### src/rtl/uart_cmd_dispatcher.sv
// Command sequencer: queues validated 4-byte UART frames, runs the named SPI transaction
// and streams the status/read-data response to the UART transmitter. Optional: DISPATCH_TIMEOUT_EN.
module uart_cmd_dispatcher #(
   parameter int FIFO_AW     = 2,
   parameter int TIMEOUT_CYC = 1024
) (
   input  logic        clk_i,
   input  logic        rst_n_i,
   input  logic [31:0] frame_data_i,
   input  logic        frame_valid_i,
   input  logic        frame_ok_i,
   output logic        spi_req_o,
   output logic        spi_wr_o,
   output logic [7:0]  spi_addr_o,
   output logic [15:0] spi_wdata_o,
   input  logic        spi_ack_i,
   input  logic [15:0] spi_rdata_i,
   output logic        tx_valid_o,
   output logic [7:0]  tx_data_o,
   input  logic        tx_ready_i,
   output logic        busy_o,
   output logic [7:0]  drop_cnt_o,
   output logic [7:0]  err_cnt_o
);

   localparam int DEPTH = 2 ** FIFO_AW;

   typedef enum logic [1:0] {IDLE, DECODE, SPI_REQ, RSP} state_t;

   state_t              state_reg, state_next;
   logic [31:0]         fifo_mem [DEPTH];
   logic [31:0]         cmd_reg;
   logic [FIFO_AW-1:0]  wr_ptr_reg, rd_ptr_reg;
   logic [FIFO_AW:0]    count_reg;
   logic                full, empty, push, pop;
   logic                bad_frame, drop_frame, fsm_err;
   logic [1:0]          err_inc;
   logic [8:0]          err_sum;
   logic [7:0]          drop_reg, err_reg;
   logic                spi_req_reg, spi_req_next;
   logic                spi_wr_reg, spi_wr_next;
   logic [7:0]          spi_addr_reg, spi_addr_next;
   logic [15:0]         spi_wdata_reg, spi_wdata_next;
   logic [23:0]         rsp_reg, rsp_next;
   logic [1:0]          len_reg, len_next;
   logic [1:0]          idx_reg, idx_next;
   logic                tx_valid_reg, tx_valid_next;
   logic [7:0]          tx_data_reg, tx_data_next;
   logic                busy_reg;
   logic [7:0]          rsp_bytes [3];
`ifdef DISPATCH_TIMEOUT_EN
   logic [15:0]         tmo_reg, tmo_next;
`endif

   // Occupancy is registered, so a pop in the same cycle never frees room for a push.
   assign full       = (count_reg == (FIFO_AW + 1)'(DEPTH));
   assign empty      = (count_reg == '0);
   assign bad_frame  = frame_valid_i && !frame_ok_i;
   assign drop_frame = frame_valid_i && frame_ok_i && full;
   assign push       = frame_valid_i && frame_ok_i && !full;

   // Byte 0 of a response is always the top byte of rsp_reg.
   generate
      for (genvar gi = 0; gi < 3; gi++) begin : g_rsp_byte
         assign rsp_bytes[gi] = rsp_reg[23 - 8 * gi -: 8];
      end
   endgenerate

   // Storage and head read carry no reset so they map onto RAM with a registered read.
   always_ff @(posedge clk_i) begin
      if (push) begin
         fifo_mem[wr_ptr_reg] <= frame_data_i;
      end
      if (pop) begin
         cmd_reg <= fifo_mem[rd_ptr_reg];
      end
   end

   always_ff @(posedge clk_i or negedge rst_n_i) begin
      if (!rst_n_i) begin
         wr_ptr_reg <= '0;
         rd_ptr_reg <= '0;
         count_reg  <= '0;
      end else begin
         if (push) wr_ptr_reg <= wr_ptr_reg + 1'b1;
         if (pop)  rd_ptr_reg <= rd_ptr_reg + 1'b1;
         case ({push, pop})
            2'b10:   count_reg <= count_reg + 1'b1;
            2'b01:   count_reg <= count_reg - 1'b1;
            default: count_reg <= count_reg;
         endcase
      end
   end

   always_comb begin
      state_next     = state_reg;
      spi_req_next   = spi_req_reg;
      spi_wr_next    = spi_wr_reg;
      spi_addr_next  = spi_addr_reg;
      spi_wdata_next = spi_wdata_reg;
      rsp_next       = rsp_reg;
      len_next       = len_reg;
      idx_next       = idx_reg;
      tx_valid_next  = tx_valid_reg;
      tx_data_next   = tx_data_reg;
      pop            = 1'b0;
      fsm_err        = 1'b0;
`ifdef DISPATCH_TIMEOUT_EN
      tmo_next       = '0;
`endif
      case (state_reg)
         IDLE: begin
            if (!empty) begin
               pop        = 1'b1;
               state_next = DECODE;
            end
         end
         DECODE: begin
            idx_next = '0;
            case (cmd_reg[31:24])
               8'h01, 8'h02: begin
                  spi_req_next   = 1'b1;
                  spi_wr_next    = (cmd_reg[31:24] == 8'h01);
                  spi_addr_next  = cmd_reg[23:16];
                  spi_wdata_next = cmd_reg[15:0];
                  state_next     = SPI_REQ;
               end
               8'h03: begin
                  rsp_next   = {8'hA5, cmd_reg[15:0]};
                  len_next   = 2'd3;
                  state_next = RSP;
               end
               default: begin
                  rsp_next   = {8'hE1, 16'h0000};
                  len_next   = 2'd1;
                  fsm_err    = 1'b1;
                  state_next = RSP;
               end
            endcase
         end
         SPI_REQ: begin
            if (spi_ack_i) begin
               spi_req_next = 1'b0;
               if (spi_wr_reg) begin
                  rsp_next = {8'hA5, 16'h0000};
                  len_next = 2'd1;
               end else begin
                  rsp_next = {8'hA5, spi_rdata_i};
                  len_next = 2'd3;
               end
               state_next = RSP;
            end
`ifdef DISPATCH_TIMEOUT_EN
            else if (tmo_reg == 16'(TIMEOUT_CYC - 1)) begin
               spi_req_next = 1'b0;
               rsp_next     = {8'hE2, 16'h0000};
               len_next     = 2'd1;
               fsm_err      = 1'b1;
               state_next   = RSP;
            end else begin
               tmo_next = tmo_reg + 16'd1;
            end
`endif
         end
         RSP: begin
            // tx_valid is low only on the first RSP cycle; it stays high between bytes.
            if (!tx_valid_reg) begin
               tx_valid_next = 1'b1;
               tx_data_next  = rsp_bytes[idx_reg];
            end else if (tx_ready_i) begin
               if (idx_reg == len_reg - 2'd1) begin
                  tx_valid_next = 1'b0;
                  idx_next      = '0;
                  state_next    = IDLE;
               end else begin
                  idx_next     = idx_reg + 2'd1;
                  tx_data_next = rsp_bytes[idx_reg + 2'd1];
               end
            end
         end
         default: state_next = IDLE;
      endcase
   end

   assign err_inc = {1'b0, bad_frame} + {1'b0, fsm_err};
   assign err_sum = {1'b0, err_reg} + {7'd0, err_inc};

   always_ff @(posedge clk_i or negedge rst_n_i) begin
      if (!rst_n_i) begin
         state_reg     <= IDLE;
         spi_req_reg   <= 1'b0;
         spi_wr_reg    <= 1'b0;
         spi_addr_reg  <= '0;
         spi_wdata_reg <= '0;
         rsp_reg       <= '0;
         len_reg       <= '0;
         idx_reg       <= '0;
         tx_valid_reg  <= 1'b0;
         tx_data_reg   <= '0;
         busy_reg      <= 1'b0;
         drop_reg      <= '0;
         err_reg       <= '0;
`ifdef DISPATCH_TIMEOUT_EN
         tmo_reg       <= '0;
`endif
      end else begin
         state_reg     <= state_next;
         spi_req_reg   <= spi_req_next;
         spi_wr_reg    <= spi_wr_next;
         spi_addr_reg  <= spi_addr_next;
         spi_wdata_reg <= spi_wdata_next;
         rsp_reg       <= rsp_next;
         len_reg       <= len_next;
         idx_reg       <= idx_next;
         tx_valid_reg  <= tx_valid_next;
         tx_data_reg   <= tx_data_next;
         busy_reg      <= (state_next != IDLE);
         if (drop_frame && drop_reg != 8'hFF) begin
            drop_reg <= drop_reg + 8'd1;
         end
         err_reg       <= err_sum[8] ? 8'hFF : err_sum[7:0];
`ifdef DISPATCH_TIMEOUT_EN
         tmo_reg       <= tmo_next;
`endif
      end
   end

   assign spi_req_o   = spi_req_reg;
   assign spi_wr_o    = spi_wr_reg;
   assign spi_addr_o  = spi_addr_reg;
   assign spi_wdata_o = spi_wdata_reg;
   assign tx_valid_o  = tx_valid_reg;
   assign tx_data_o   = tx_data_reg;
   assign busy_o      = busy_reg;
   assign drop_cnt_o  = drop_reg;
   assign err_cnt_o   = err_reg;

endmodule
### config.mk
export PLATFORM = sky130hd
export DESIGN_NAME = uart_cmd_dispatcher
export DESIGN_NICKNAME = d
export VERILOG_FILES = /design/src/rtl/uart_cmd_dispatcher.sv
export SDC_FILE = /design/constraint.sdc
export NUM_CORES = 1
export LEC_CHECK = 0
export ABC_AREA = 1
export ABC_CLOCK_PERIOD_IN_PS = 2600
export BUFFER_PORTS_ARGS = -buffer_cell sky130_fd_sc_hd__buf_2
export CORE_ASPECT_RATIO = 2
export CORE_MARGIN = 3
export CORE_UTILIZATION = 45
export DETAILED_ROUTE_END_ITERATION = 12
export PLACE_DENSITY_LB_ADDON = 0.05
export SYNTH_ARGS = -nofsm -noshare
export SYNTH_HDL_FRONTEND = slang
export SYNTH_SLANG_ARGS = --single-unit
export TNS_END_PERCENT = 1
### constraint.sdc
create_clock -name clk_i -period 2.6 [get_ports clk_i]
set_input_delay 0.13 -clock clk_i [delete_from_list [all_inputs] [get_ports clk_i]]
set_output_delay 0.13 -clock clk_i [all_outputs]
set_load 0.01 [all_outputs]
==> run metrics, run 1 <==
outcome=finished clean; die extent in y=216 um; switching pwr=4.19 mW; fin util=55.4%; RSZ-0062 raised after global routing=false; clock tree sinks=243; leakage power=5.09 nW; sequential fraction of design power=44.2%; Synth cell types=31; core area=21600 um2; final setup TNS=0 ns; critical path class=flop to flop; largest net degree at the start of global routing=66; 1st-iter DRT viols=477; register area share after synthesis=69.3%; cell count after synthesis=900; worst-margin pin slew=0.665 ns; PortBufs=105; #FFs+latches synth=243; clock network power share=26.3%; YS warnings=0; Synth Area in Compound Gates=8.41%; Global Route Usage Sum=18.8%; MaxCap Viol Count=0; n_diodes=0; total grt overflow=0; top cell type's share of synthesized area=48.4%; NumNets Final=1123; largest family of logic cells by synthesized area=simple AND/OR/NAND/NOR gates; met1 WL=8460 um; average wire per standard cell=16.5 um; detailed-route via count=6744; Hold Path Class=input pin to flop; TritonCTS clock tree=yes; worst slack at placement=0.0977 ns; die area=24000 um2; Area Overhead vs Synth=20.4%; Slew HR=55.7%; Post-CTS Setup Repair Bufs=0; DRC viols=0; DRT Wirelength=22200 um; CTS buffer count=23; layout cells sized above 1=16.0%; vias in the first global route=6871; post-route ant nets=0; H-tree levels=1; FFs w/ async S/R, synth=34.2%; Starting Density=46.0%; mapped cell area=9920 um2; Worst-Skew Late Latency=0.51 ns; Fin. Hold Viols=0; Sw Ratio=34.7%; Pre-Repair DR Iteration Count=4; post-synth net total=963; dpl cells=1258; CP endpoint kind=flop; post-synthesis simple-gate area fraction=15.3%; final period utilization=91.7%; hold slack=0.0491 ns; CP Data Required Time=3.03 ns; placed inst area=10700 um2; overall power=12.1 mW; f_max=0.419 GHz; metal2 WL=12200 um; GPL Wtd Cong=0.816; crit path time final=2.39 ns; first-pass GRT wire length=35900 um; Synth top cells by count=203 x nand2_1, 160 x edfxtp_1, 98 x nor2_1; number of antenna violations at the first check in global routing=0; cell internal pwr=7.89 mW; Cell Pwr Density=1010 nW/um2; clock slew seen by the registers of the worst setup and hold paths=0.07 ns; CP arrival=2.82 ns; root buffer cell=clkbuf_16; most instantiated library cell after synthesis=nand2_1; Post-synth EDFFs=160; mux contribution to synthesized area=0%; FP Rows=76; syn avg cell area=11.0 um2; Worst setup SP type=flop; VDD IR max=650 uV; logic gate share of total power=29.5%; Synth Area in XOR/XNOR=0.883%; Synth Area in Adders=1.29%; number of fill cells in the layout=1882; Largest register FFs=128; Main synth FF type=edfxtp_1; dominant cell type by area after synthesis=edfxtp_1; Final HPWL DP=14300 um; Setup WS post-layout=0.215 ns; CTS Buffer Depth=3; overall die width=111 um; vias per inst=5.00; met3 routed WL=904 um; CP Max Fanout=7; top layer in use=met4; post-route design area=12000 um2; Final Slew Violations=0; final setup vio count=0; # IOs=106; Synth area leaders=edfxtp_1 48%, dfrtp_1 21%, nand2_1 7.7%, o21ai_0 4.4%, nor2_1 3.7%; Clock Skew=0.0104 ns; Post-Layout Cell Count=1348
## final cells by class
class / count / area [um2] / share of cell area (%)
Inverter: 75 / 282 / 2.36
Tap cell: 273 / 342 / 2.86
Multi-Input combinational cell: 546 / 2580 / 21.6
Clock buffer: 32 / 609 / 5.10
Sequential cell: 243 / 6880 / 57.6
Timing Repair Buffer: 171 / 1160 / 9.72
Clock inverter: 8 / 92.6 / 0.775
## path summary, 6_finish.rpt
check                      slack, ns       endpoint          start  cells past startpoint
setup / recovery                0.21   err_cnt_o[2]   state_reg[1]                     12
min in group asynchronous       0.09   err_cnt_o[2]        rst_n_i                      2
setup reg to reg                0.21   err_cnt_o[2]   state_reg[1]                     12
hold reg to reg                 0.46   tx_data_o[1]   tx_data_o[1]                      2
max in group asynchronous       1.85   state_reg[0]        rst_n_i                      3
hold / removal                  0.05  drop_cnt_o[6]  frame_valid_i                      5
## cells by family after synthesis
kind of cell,count (synthesis)
fa+ha+maj,9
flops,243
compound gates,156
simple gates,371
buf+inv,111
xor+xnor,10
## cell usage in the layout, fill, tap and decap left out, types with 5 or more instances in the layout
cell | synthesis | final
nand3_1 | 53 | 53
nor2_2 | 2 | 6
o21ai_0 | 87 | 87
inv_1 | 72 | 72
o22ai_1 | 35 | 35
nand2_2 | 4 | 5
clkbuf_16 | 0 | 23
dlygate4sd3_1 | 0 | 50
buf_2 | 15 | 104
o21ai_1 | 28 | 28
nor2_1 | 98 | 94
clkbuf_1 | 15 | 9
xnor2_1 | 5 | 5
buf_4 | 0 | 16
ha_1 | 7 | 7
edfxtp_1 | 160 | 160
xor2_1 | 5 | 5
nand2_1 | 203 | 202
dfrtp_1 | 83 | 82
## power groups by stage
stage	Combinational (mW)	Clock [mW]	Sequential, mW
2_1_floorplan	2.46	0	5.35
3_3_place_gp	3.54	0	5.40
3_5_place_dp	3.57	0	5.41
4_1_cts	3.64	3.28	5.33
5_1_grt	4.09	3.45	5.41
6_report	3.57	3.18	5.34
## metal layers
metal  global-route usage [%]  vias to the layer above
met4                     7.19                        0
met2                     35.7                      145
met5                        0                        -
met3                     2.33                       34
met1                     21.3                     3200
li1                         -                     3365
## what timing repair did
| action | CTS | global route |
|---|---|---|
| setup endpoints to repair | 0 | 7 |
| hold buffers | 50 | 0 |
| hold endpoints to repair | 228 | 0 |
| resized for setup | 0 | 2 |
## worst max-delay path, stage by stage, from the launching register on
cell and delay, ns:
dfrtp_1 0.43, nor2_2 0.20, o21ai_2 0.09, or2_2 0.34
fa_1 0.38, inv_1 0.08, ha_1 0.16, nand2_1 0.05
inv_1 0.10, nand3_1 0.07, nor2_1 0.17, nand2_2 0.14
o21ai_0 0.10
Power figures use the tool's default switching activity.
==> run 2, diff against run 1 <==
Settings changed: ABC_AREA 1 to default, CAP_MARGIN from default to 40.
==> run metrics, run 2 <==
vias in the first global route=5786 (was 6871); final setup TNS=0 ns (unchanged); fin util=56.1% (was 55.4%); f_max=0.421 GHz (was 0.419 GHz); largest net degree at the start of global routing=43 (was 66); number of fill cells in the layout=1734 (was 1882); most common cell after layout, fill and taps aside=edfxtp_1 (was nand2_1); Reg area=6880 um2 (unchanged); dominant cell type by area after synthesis=edfxtp_1 (unchanged); Main synth FF type=edfxtp_1 (unchanged); core area=21100 um2 (was 21600 um2); overall power=11.7 mW (was 12.1 mW); Post-synth EDFFs=160 (unchanged); Sw Ratio=28.9% (was 34.7%); Area Overhead vs Synth=22.0% (was 20.4%); mapped cell area=9710 um2 (was 9920 um2); RSZ-0062 raised after global routing=false (unchanged); post-synth net total=609 (was 963); leakage power=4.74 nW (was 5.09 nW); FFs w/ async S/R, synth=34.2% (unchanged); FP Rows=75 (was 76); DRC viols=0 (unchanged); Slew HR=52.5% (was 55.7%); VDD IR max=780 uV (was 650 uV); Final HPWL DP=12700 um (was 14300 um); gr busiest metal=met2 (unchanged); logic gate share of total power=27.6% (was 29.5%); Worst-Skew Late Latency=0.50 ns (was 0.51 ns); root buffer cell=clkbuf_16 (unchanged); Global Route Usage Sum=17.1% (was 18.8%); GR Layer Usage met1=18.8% (was 21.3%); post-route design area=11800 um2 (was 12000 um2); post-route ant nets=0 (unchanged); #FFs+latches synth=243 (unchanged); clock tree sinks=243 (unchanged); Fin. Hold Viols=0 (unchanged); vias per inst=5.25 (was 5.00); cell internal pwr=8.34 mW (was 7.89 mW); number of antenna violations at the first check in global routing=0 (unchanged); # resized after CTS=0 (unchanged); Final Slew Violations=0 (unchanged); H-tree levels=1 (unchanged); die extent in y=214 um (was 216 um); CP Data Required Time=2.97 ns (was 3.03 ns); DRT Wirelength=19400 um (was 22200 um); Hold Path Class=input pin to flop (unchanged); Synth top cells by count=160 x edfxtp_1, 83 x dfrtp_1, 52 x mux2_2 (was 203 x nand2_1, 160 x edfxtp_1, 98 x nor2_1); clock network power share=27.5% (was 26.3%); Clock Skew=0.0164 ns (was 0.0104 ns); top cell type's share of synthesized area=49.5% (was 48.4%); n_diodes=0 (unchanged); Synth cell types=53 (was 31); 1st-iter DRT viols=240 (was 477); worst-margin pin slew=0.712 ns (was 0.665 ns); layout cells sized above 1=34.5% (was 16.0%); final period utilization=91.5% (was 91.7%); CTS Buffer Depth=3 (unchanged); overall die width=110 um (was 111 um); CP arrival=2.75 ns (was 2.82 ns); CTS buffer count=22 (was 23); total grt overflow=0 (unchanged); detailed-route via count=5247 (was 6744); final setup vio count=0 (unchanged); first-pass GRT wire length=30700 um (was 35900 um); TritonCTS clock tree=yes (unchanged); most frequent cells in the layout=160 x edfxtp_1, 104 x buf_2, 82 x dfrtp_1, 52 x mux2_2, 46 x dlygate4sd3_1 (was 202 x nand2_1, 160 x edfxtp_1, 104 x buf_2, 94 x nor2_1, 87 x o21ai_0); PortBufs=105 (unchanged); Worst setup SP type=flop (unchanged); dpl cells=913 (was 1258); syn avg cell area=17.8 um2 (was 11.0 um2); clock slew seen by the registers of the worst setup and hold paths=0.07 ns (about the same); footprint of the multi-input gates=2640 um2 (was 2580 um2); average wire per standard cell=19.4 um (was 16.5 um); crit path time final=2.38 ns (was 2.39 ns); Largest register FFs=128 (unchanged); GPL Wtd Cong=0.753 (was 0.816); placed inst area=10700 um2 (about the same); MaxCap Viol Count=0 (unchanged); most instantiated library cell after synthesis=edfxtp_1 (was nand2_1); outcome=finished clean (unchanged); grt met3 use=2.53% (was 2.33%); sequential fraction of design power=44.9% (was 44.2%); YS warnings=0 (unchanged); Pre-Repair DR Iteration Count=4 (unchanged); Cell Pwr Density=989 nW/um2 (was 1010 nW/um2); CP Max Fanout=6 (was 7); Synth area leaders=edfxtp_1 49%, dfrtp_1 21%, mux4_2 7.4%, mux2_2 6.0%, a22o_1 1.5% (was edfxtp_1 48%, dfrtp_1 21%, nand2_1 7.7%, o21ai_0 4.4%, nor2_1 3.7%); CP endpoint kind=flop (unchanged); die area=23500 um2 (was 24000 um2); cell count after synthesis=546 (was 900); met2 GRT Util=33.1% (was 35.7%); Post-Layout Cell Count=1000 (was 1348); NumNets Final=778 (was 1123); Starting Density=46.0% (about the same); critical path class=flop to flop (unchanged); # IOs=106 (unchanged); register area share after synthesis=70.9% (was 69.3%); switching pwr=3.38 mW (was 4.19 mW)
-- run 2: worst paths after layout --
path                                 from       endpoint  slack, ns  cells past startpoint
max                           cmd_reg[29]   err_cnt_o[4]       0.22                     10
min                        spi_rdata_i[3]   rsp_bytes[3]       0.02                      3
max reg2reg                   cmd_reg[29]   err_cnt_o[4]       0.22                     10
min reg2reg                   cmd_reg[22]  spi_addr_o[6]       0.47                      1
max in group asynchronous         rst_n_i   tx_data_o[3]       1.75                      3
min in group asynchronous         rst_n_i  drop_cnt_o[5]       0.19                      2
-- run 2: area by class of cell --
type	count	area share (%)
clock inverter	10	0.877
tap	269	2.84
clock buffer	30	5.25
inverter	17	0.570
multi-input combinational	263	22.3
timing repair buffer	168	10.1
sequential	243	58.1
-- run 2: routing by layer --
metal	share of wire (%)	routed length, um	vias up
met1	36	6900	2656
met5	0	0	-
li1	-	-	2440
met2	58	11300	123
met4	2.3	452	0
met3	4.2	816	28
-- run 2: power by group through the flow --
stage          Clock [mW]  Combinational, mW  Sequential [mW]
2_1_floorplan           0               2.26             5.29
3_3_place_gp            0               3.18             5.32
3_5_place_dp            0               3.28             5.35
4_1_cts              3.34               3.35             5.27
5_1_grt              3.48               3.58             5.34
6_report             3.22               3.23             5.27
-- run 2: stage by stage --
step | worst slack [ns] | hold WS, ns
4_1_cts | 0.160 | 0.000673
3_5_place_dp | 0.207 | 0.200
6_report | 0.222 | 0.0162
2_1_floorplan | 0.109 | -0.166
5_1_grt | 0.0413 | 0.00803
3_3_place_gp | 0.292 | 0.185
-- run 2: kinds of logic after synthesis --
logic type               after synthesis  synth area share (%)
AND/OR/NAND/NOR                       80                  4.56
flip-flops                           243                  70.9
XOR/XNOR                              19                  1.91
multiplexers                          93                  14.4
AO/OA/AOI/OAI                         62                  5.00
adder cells (fa/ha/maj)                9                  1.31
buffers and inverters                 40                  1.97
-- run 2: worst max-delay path, cell delays in order (launching register included) --
cell and delay [ns]:
edfxtp_1 0.41, nor4_4 0.33, o211ai_1 0.14, nand2_1 0.17, fa_1 0.23, inv_1 0.05
ha_1 0.20, and3_1 0.22, and3_1 0.21, nand3_1 0.19, nand2_1 0.11
-- run 2: timing repair --
item	CTS	global route
endpoints found under the hold margin	182	0
hold buffers	46	0
endpoints found under the setup margin	0	4
buffers inserted	0	1
